### config.mk
export PLATFORM = sky130hd
export DESIGN_NAME = fwd_sel_ctrl
export DESIGN_NICKNAME = d
export VERILOG_FILES = /design/src/rtl/fwd_sel_ctrl.sv
export SDC_FILE = /design/constraint.sdc
export NUM_CORES = 1
export LEC_CHECK = 0
export CAP_MARGIN = 5
export CORE_UTILIZATION = 50
export CTS_CLUSTER_DIAMETER = 150
export DETAILED_ROUTE_END_ITERATION = 10
export PLACE_DENSITY = 0.78
export SLEW_MARGIN = 20
export SYNTH_ARGS = -nofsm -noshare
export SYNTH_HDL_FRONTEND = slang
export SYNTH_SLANG_ARGS = --single-unit
### constraint.sdc
create_clock -name clk -period 2.35 [get_ports clk]
set_input_delay 0.47 -clock clk [delete_from_list [all_inputs] [get_ports clk]]
set_output_delay 0.47 -clock clk [all_outputs]
set_load 0.01 [all_outputs]
### src/rtl/fwd_sel_ctrl.sv
// fwd_sel_ctrl: EX-stage operand forwarding selects and load-use stall generator
module fwd_sel_ctrl #(
  parameter int RegAW   = 5,
  parameter bit ZeroReg = 1'b1
) (
  input  logic             clk,
  input  logic             rst,
  input  logic             id_valid,
  input  logic [RegAW-1:0] id_rs1,
  input  logic [RegAW-1:0] id_rs2,
  input  logic             id_rs1_used,
  input  logic             id_rs2_used,
  input  logic [RegAW-1:0] id_rd,
  input  logic             id_we,
  input  logic             id_is_load,
  input  logic             pipe_stall,
  input  logic             pipe_flush,
  output logic [1:0]       fwd_a_sel,
  output logic [1:0]       fwd_b_sel,
  output logic             load_use_stall
);
  logic             r_ex_v, r_ex_we, r_ex_ld, r_mem_v, r_mem_we, r_mem_ld, r_wb_v, r_wb_we;
  logic [RegAW-1:0] r_ex_rd, r_mem_rd, r_wb_rd;
  logic [1:0]       r_a_sel, r_b_sel;
  logic             w_ex1, w_mem1, w_wb1, w_ex2, w_mem2, w_wb2;
  logic             w_haz1, w_haz2, w_bubble;
  logic [1:0]       w_a_sel, w_b_sel;

  function automatic logic hit(input logic v, input logic we, input logic [RegAW-1:0] rd,
                               input logic [RegAW-1:0] r);
    return v & we & (rd == r) & !(ZeroReg & (r == '0));
  endfunction

  assign w_ex1  = hit(r_ex_v, r_ex_we, r_ex_rd, id_rs1);
  assign w_mem1 = hit(r_mem_v, r_mem_we, r_mem_rd, id_rs1);
  assign w_wb1  = hit(r_wb_v, r_wb_we, r_wb_rd, id_rs1);
  assign w_ex2  = hit(r_ex_v, r_ex_we, r_ex_rd, id_rs2);
  assign w_mem2 = hit(r_mem_v, r_mem_we, r_mem_rd, id_rs2);
  assign w_wb2  = hit(r_wb_v, r_wb_we, r_wb_rd, id_rs2);

  // a load still in EX cannot forward yet; the consumer must wait one cycle
  assign w_haz1 = id_rs1_used & w_ex1 & r_ex_ld;
  assign w_haz2 = id_rs2_used & w_ex2 & r_ex_ld;

  // a flushed instruction is dead, so it never raises a stall
  assign load_use_stall = id_valid & (w_haz1 | w_haz2) & !pipe_flush;
  assign w_bubble       = pipe_flush | load_use_stall;

  // nearest writer wins; unused or invalid sources read the register file
  always_comb begin
    w_a_sel = !(id_valid & id_rs1_used) ? 2'b00 : w_ex1 ? 2'b01 : w_mem1 ? 2'b10 : w_wb1 ? 2'b11 : 2'b00;
    w_b_sel = !(id_valid & id_rs2_used) ? 2'b00 : w_ex2 ? 2'b01 : w_mem2 ? 2'b10 : w_wb2 ? 2'b11 : 2'b00;
  end

  // advance the writer tracker and register selects; flush overrides an external freeze
  always_ff @(posedge clk or posedge rst) begin
    if (rst) begin
      {r_ex_v, r_ex_we, r_ex_ld, r_mem_v, r_mem_we, r_mem_ld, r_wb_v, r_wb_we} <= '0;
      r_ex_rd  <= '0;
      r_mem_rd <= '0;
      r_wb_rd  <= '0;
      r_a_sel  <= 2'b00;
      r_b_sel  <= 2'b00;
    end else if (pipe_flush || !pipe_stall) begin
      r_wb_v   <= r_mem_v;
      r_wb_we  <= r_mem_we;
      r_wb_rd  <= r_mem_rd;
      r_mem_v  <= r_ex_v;
      r_mem_we <= r_ex_we;
      r_mem_ld <= r_ex_ld;
      r_mem_rd <= r_ex_rd;
      r_ex_v   <= id_valid & !w_bubble;
      r_ex_we  <= id_we;
      r_ex_ld  <= id_is_load;
      r_ex_rd  <= id_rd;
      r_a_sel  <= w_bubble ? 2'b00 : w_a_sel;
      r_b_sel  <= w_bubble ? 2'b00 : w_b_sel;
    end
  end

  assign fwd_a_sel = r_a_sel;
  assign fwd_b_sel = r_b_sel;
endmodule

==> results of run 1 <==
[synth_stat cells, types with 2 or more instances]
| master | count | area (um^2) |
|---|---|---|
| a32o_1 | 4 | 40.0 |
| and4_1 | 2 | 17.5 |
| clkbuf_1 | 5 | 18.8 |
| dfrtp_1 | 26 | 651 |
| nand2_1 | 70 | 263 |
| nand4_1 | 6 | 37.5 |
| nor2_1 | 2 | 7.51 |
| nor3_1 | 2 | 10.0 |
| nor4_1 | 6 | 37.5 |
| o21ai_0 | 2 | 10.0 |
| xnor2_1 | 12 | 105 |
| xor2_1 | 18 | 158 |
[what timing repair did]
item,4_1_cts,5_1_grt
setup buffers,3,1
setup endpoints to repair,1,1
pin swaps,8,7
resized for setup,10,5
[placed cells by master (no fill, tap or decap)]
master and instances:
a21boi_1 1, a21boi_2 1, a21o_1 1, a32o_1 4, and3b_1 1, and4_1 2, buf_2 1, buf_4 25
clkbuf_4 3, clkbuf_8 1, clkdlybuf4s50_1 21, dfrtp_1 25, dfrtp_2 1, dlygate4sd2_1 6, inv_1 1, nand2_1 70
nand2b_1 1, nand4_1 6, nor2_1 2, nor2b_1 1, nor3_1 2, nor3b_1 1, nor4_1 4, nor4_2 2
o21ai_0 2, o221a_1 1, o22ai_1 1, xnor2_1 12, xor2_1 16, xor2_2 2
[report_power, final]
part / switching, uW / total [uW] / internal, uW
clock network: 141 / 236 / 95.2
logic: 113 / 232 / 120
registers: 48.4 / 534 / 485
[worst min-delay path: cells and delay by family]
| kind | cells | cell delay (ns) |
|---|---|---|
| buffers and inverters | 3 | 0.78 |
[path summary, 6_finish.rpt]
kind / start / endpoint
setup / recovery: r_ex_rd[0] / load_use_stall
hold / removal: rst / fwd_a_sel[1]
max in group asynchronous: rst / r_ex_rd[1]
setup reg to reg: r_ex_rd[4] / fwd_a_sel[1]
min in group clk: r_wb_we / r_wb_we
hold reg to reg: r_wb_we / r_wb_we
[state kept, by name, indices dropped and copies added, names as in the netlist]
| signal | count |
|---|---|
| r_ex_v | 1 |
| fwd_a_sel | 2 |
| r_wb_we | 1 |
| r_mem_rd | 5 |
| r_ex_we | 1 |
| r_ex_rd | 5 |
| r_mem_we | 1 |
| r_mem_v | 1 |
| r_wb_v | 1 |
| r_ex_ld | 1 |
| fwd_b_sel | 2 |
| r_wb_rd | 5 |
[per-stage QoR]
step	setup WS, ns	hold WS, ns	TNS [ns]
after floorplan	0.507	0.439	0
after CTS	-0.0199	0.499	-0.0199
final	0.0651	0.489	0
after global placement	-0.506	0.453	-0.506
after global routing	-0.0819	0.512	-0.0819
after detailed placement	-0.595	0.468	-0.727
[per-layer routing]
metal  track usage  up-vias  share of wire
met3        0.0539        9          0.051
met2         0.489       55           0.54
met5             0        -              0
met1         0.305      663           0.39
met4         0.111        0          0.023
li1              -      649              -
[area by class of cell]
cell class / instances / area, um^2
timing repair buffer: 53 / 455
clock buffer: 4 / 36.3
tap: 31 / 38.8
sequential: 26 / 652
inverter: 1 / 3.75
multi-input combinational: 133 / 786
fill: 209 / 762
[cell families after synthesis]
group	Yosys count	share of synthesized area
buffers and inverters	6	0.0157
AO/OA/AOI/OAI	11	0.0656
AND/OR/NAND/NOR	92	0.281
XOR/XNOR	30	0.184
flip-flops	26	0.455
==> flow_summary.toml, run 1 <==
[cts]
cts_tree = "yes"
clock_latency_ns = 0.34
cts.sinks = 26
cts_inserted_buffers = 3
clk_pin_slew_ns = 0.14
cts-htree-levels = 1
clock_tree.buffer_depth = 2
cts_root_buf = "clkbuf_4"
cts_hold_buffers = 0

[yosys]
ys_ff_latch = 26
syn-cell-area_um2 = 1430
synth_seq_area_share = 0.455
syn_area_per_cell_um2 = 8.67
synthCells = 165
yosys_warnings = 0
synth_cell_types = 22
synth_edf_count = 0
async_flop_share = 1.00
ys.flop_type = "dfrtp_1"
synthesis.nets = 189

[worst_setup_path]
critPathArrivalTime_ns = 1.81
crit_path_end_kind = "output pin"
critical_path_class = "flip-flop to output pin"
cp_cell_sequence = "xor2_1 -> nor4_2 -> nand4_1 -> o22ai_1 -> and3b_1 -> buf_2"
cp.depth = 6
r2r_setup_slack_ns = 0.47
cp_slowest_stage_delay_ns = 0.46
path_max_fanout = 3
crit_family = "simple AND/OR/NAND/NOR gates"
cp.required_ns = 1.88
cpMaxStageDelayCell = "dfrtp_1"
crit_buf_inv = 1
reg2regPathDepth = 6
startpoint_type = "flip-flop"

[routing]
drtPass1Iterations = 4
antenna_left = 0
drc = 0
via_per_inst = 5.55
wirelength_um = 3910
first_iter_violations = 41
vias = 1376
wire_per_inst_um = 15.8

[floorplanning]
die_x_um = 55.5
die_area_um2 = 3080
start_util = 0.524
boundaryPins = 29
die_y_um = 55.5
core_area_um2 = 2730
rows = 19

[timing]
final_hold_viol_count = 0
slew_viol_final = 0
period_needed_ns = 2.28
timing.final.setup_violations = 0
relSlewSlack = 0.645
rsz0062_at_grt = "true"
max_clock_freq_ghz = 0.438
fin_skew_ns = 0.00571
fin_crit_sh = 0.972
worst_slew_pin_slew_ns = 0.528

[run]
drv_cap = 0

[cells_and_area]
layout-drive-gt1-share = 0.166
diodes = 0
final_cells = 248
fin_nets = 242
syn_to_final_growth_pct = 37.8
final_area_um2 = 1970
utilization = 0.721

[global_route]
grt-ovfl-total = 0
grt_max_degree = 27
antenna_found_initial = 0
grt_first_pass_wirelength_um = 6370
grt_use_total = 0.269
grt_pass1_vias = 1410

[power_and_ir_drop]
p_total_uw = 1000
cellLeakagePower_uw = 0.000947
vdd_drop_max_v = 0.000395
p_per_area_nw_per_um2 = 508

[placement]
dp_hpwl_um = 2770
io_buffers = 28
dp_cells = 240
routabilityCongestion = 0.883
dpl_cell_area_um2 = 1890

[outcome]
status = "completed"

[hold_path]
hold_class = "input port to asynchronous set/reset pin"
Power figures use the tool's default switching activity.
==> run 2: changes to the inputs <==
--- a/config.mk
+++ b/config.mk
@@ -6,10 +6,11 @@
 export NUM_CORES = 1
 export LEC_CHECK = 0
 export CAP_MARGIN = 5
-export CORE_UTILIZATION = 50
+export CORE_UTILIZATION = 53
+export CTS_BUF_LIST = sky130_fd_sc_hd__clkbuf_8
 export CTS_CLUSTER_DIAMETER = 150
 export DETAILED_ROUTE_END_ITERATION = 10
-export PLACE_DENSITY = 0.78
+export PLACE_DENSITY = 0.82
 export SLEW_MARGIN = 20
 export SYNTH_ARGS = -nofsm -noshare
 export SYNTH_HDL_FRONTEND = slang
==> flow_summary.toml, run 2 (synthesis gave the netlist of run 1 again) <==
[outcome]
status = "completed"

[worst_setup_path]
critical_path_class = "input port to output pin"
regToRegEndpoint = "fwd_a_sel[0]"
startpoint = "id_rs1[2]"
cpMaxStageDelayCell = "clkdlybuf4s50_1"
cp.required_ns = 1.88
cp.depth = 6
r2r_setup_slack_ns = 0.47
r2r_start = "r_ex_rd[1]"
reg2regPathDepth = 6
crit_buf_inv = 2
cp_cell_sequence = "clkdlybuf4s50_1 -> xnor2_1 -> nand4_1 -> o22ai_1 -> and3b_1 -> buf_2"
crit_family = "buffers and inverters"
critPathArrivalTime_ns = 1.80
path_max_fanout = 3
startpoint_type = "input port"
crit_path_end_kind = "output pin"
cp_slowest_stage_delay_ns = 0.54
crit_end = "load_use_stall"

[floorplanning]
boundaryPins = 29
rows = 18
core_area_um2 = 2520
die_x_um = 54.0
start_util = 0.567
die_area_um2 = 2910
die_y_um = 54.0

[timing]
final_hold_viol_count = 0
hold_slack_ns = 0.477
max_clock_freq_ghz = 0.441
fin_ws_ns = 0.0810
worst_slew_pin_slew_ns = 0.417
slew_viol_final = 0
timing.final.setup_violations = 0
relSlewSlack = 0.720
fin_skew_ns = 0.00109
fin_crit_sh = 0.966
period_needed_ns = 2.27
rsz0062_at_grt = "true"

[power_and_ir_drop]
switching_power_uw = 287
p_per_area_nw_per_um2 = 515
swShare = 0.287
p_clk_frac = 0.248
seqPwrFrac = 0.532
vdd_drop_max_v = 0.000539
p_int_uw = 715
pwr-share-comb = 0.220
cellLeakagePower_uw = 0.000942

[routing]
wirelength_um = 3660
met2_length_um = 1900
maxUsedRoutingLayer = "met4"
drc = 0
via_per_inst = 5.55
vias = 1353
first_iter_violations = 37
drtPass1Iterations = 4
wire_per_inst_um = 15.0
wl_met1_um = 1430
routed-wl-met3_um = 229
antenna_left = 0

[placement]
pre_cts_slack_ns = -0.517
io_buffers = 28
dp_hpwl_um = 2630
dpl_cell_area_um2 = 1890
dp_cells = 239
routabilityCongestion = 0.847

[cts]
cts-htree-levels = 1
cts_root_buf = "clkbuf_8"
clk_pin_slew_ns = 0.08
clock_latency_ns = 0.27
cts_inserted_buffers = 3
cts.sinks = 26
cts_tree = "yes"
clock_tree.buffer_depth = 2

[hold_path]
hold_class = "flip-flop to flip-flop"

[global_route]
grt-ovfl-total = 0
grt_use_total = 0.287
antenna_found_initial = 0
grt_pass1_vias = 1268
grt_max_degree = 27
grt_first_pass_wirelength_um = 5840

[cells_and_area]
final_cells = 244
seq_area_um2 = 652
fin_nets = 240
final_cell_mix = "70 x nand2_1, 25 x dfrtp_1, 23 x buf_4"
syn_to_final_growth_pct = 35.9
diodes = 0
fill_cells = 186
layout-drive-gt1-share = 0.140
multi_input_area_um2 = 764
layout_commonest_cell = "nand2_1"
final_area_um2 = 1950
top_regs = "r_ex_rd: 5 flops, r_mem_rd: 5 flops, r_wb_rd: 5 flops"

[run]
drv_cap = 0
==> run 2: cell count changes in the layout (fill, tap and decap cells not counted) <==
cell / before / now
buf_4: 25 / 23
clkbuf_4: 3 / 0
clkbuf_8: 1 / 3
clkdlybuf4s15_1: 0 / 2
dlygate4sd2_1: 6 / 3
dlymetal6s2s_1: 0 / 1
nor4_1: 4 / 5
nor4_2: 2 / 1
xor2_1: 16 / 18
xor2_2: 2 / 0
==> run 2: tightest hold or removal path, stage by stage, from the launching register on <==
cell and delay, ns:
dfrtp_1 0.35, nand2_1 0.05, nand2_1 0.05
==> run 2: worst min-delay path by stage <==
stage,start,end,cells after the start
floorplan,r_wb_we,r_wb_we,2
detailed placement,r_wb_we,r_wb_we,2
finish,r_wb_we,r_wb_we,2
CTS,r_wb_we,r_wb_we,2
global placement,r_wb_we,r_wb_we,2
global route,r_wb_we,r_wb_we,2
==> run 2: power groups by stage <==
stage	Sequential, uW	Clock, uW	Combinational, uW
floorplan	527	0	115
global placement	537	0	206
detailed placement	540	0	218
CTS	532	258	219
global route	537	274	242
finish	533	249	220
==> run 2: through the flow <==
stage | util | TNS [ns] | power [uW]
detailed placement | 0.749 | -0.517 | 758
CTS | 0.764 | 0 | 1010
global route | 0.771 | -0.00506 | 1050
finish | 0.771 | 0 | 1000
floorplan | - | 0 | 642
global placement | 0.749 | -0.511 | 742
==> run 2: per-layer routing <==
layer | GRT usage | vias up
li1 | - | 645
met1 | 0.340 | 647
met2 | 0.504 | 52
met3 | 0.0339 | 9
met4 | 0.145 | 0
met5 | 0 | -
==> run 2: final cells by class <==
| class | instances | area share |
|---|---|---|
| clock buffers | 3 | 0.0212 |
| inverters | 1 | 0.00193 |
| multi-input cells | 133 | 0.393 |
| flip-flops and latches | 26 | 0.335 |
| well taps | 30 | 0.0193 |
| repair buffers | 51 | 0.230 |
==> run 2: repair_timing <==
item / CTS / global route
gates resized for setup: 10 / 4
hold buffers: 0 / 0
hold endpoints to repair: 0 / 0
endpoints found under the setup margin: 1 / 1
pin swaps: 5 / 8
setup buffers: 1 / 1
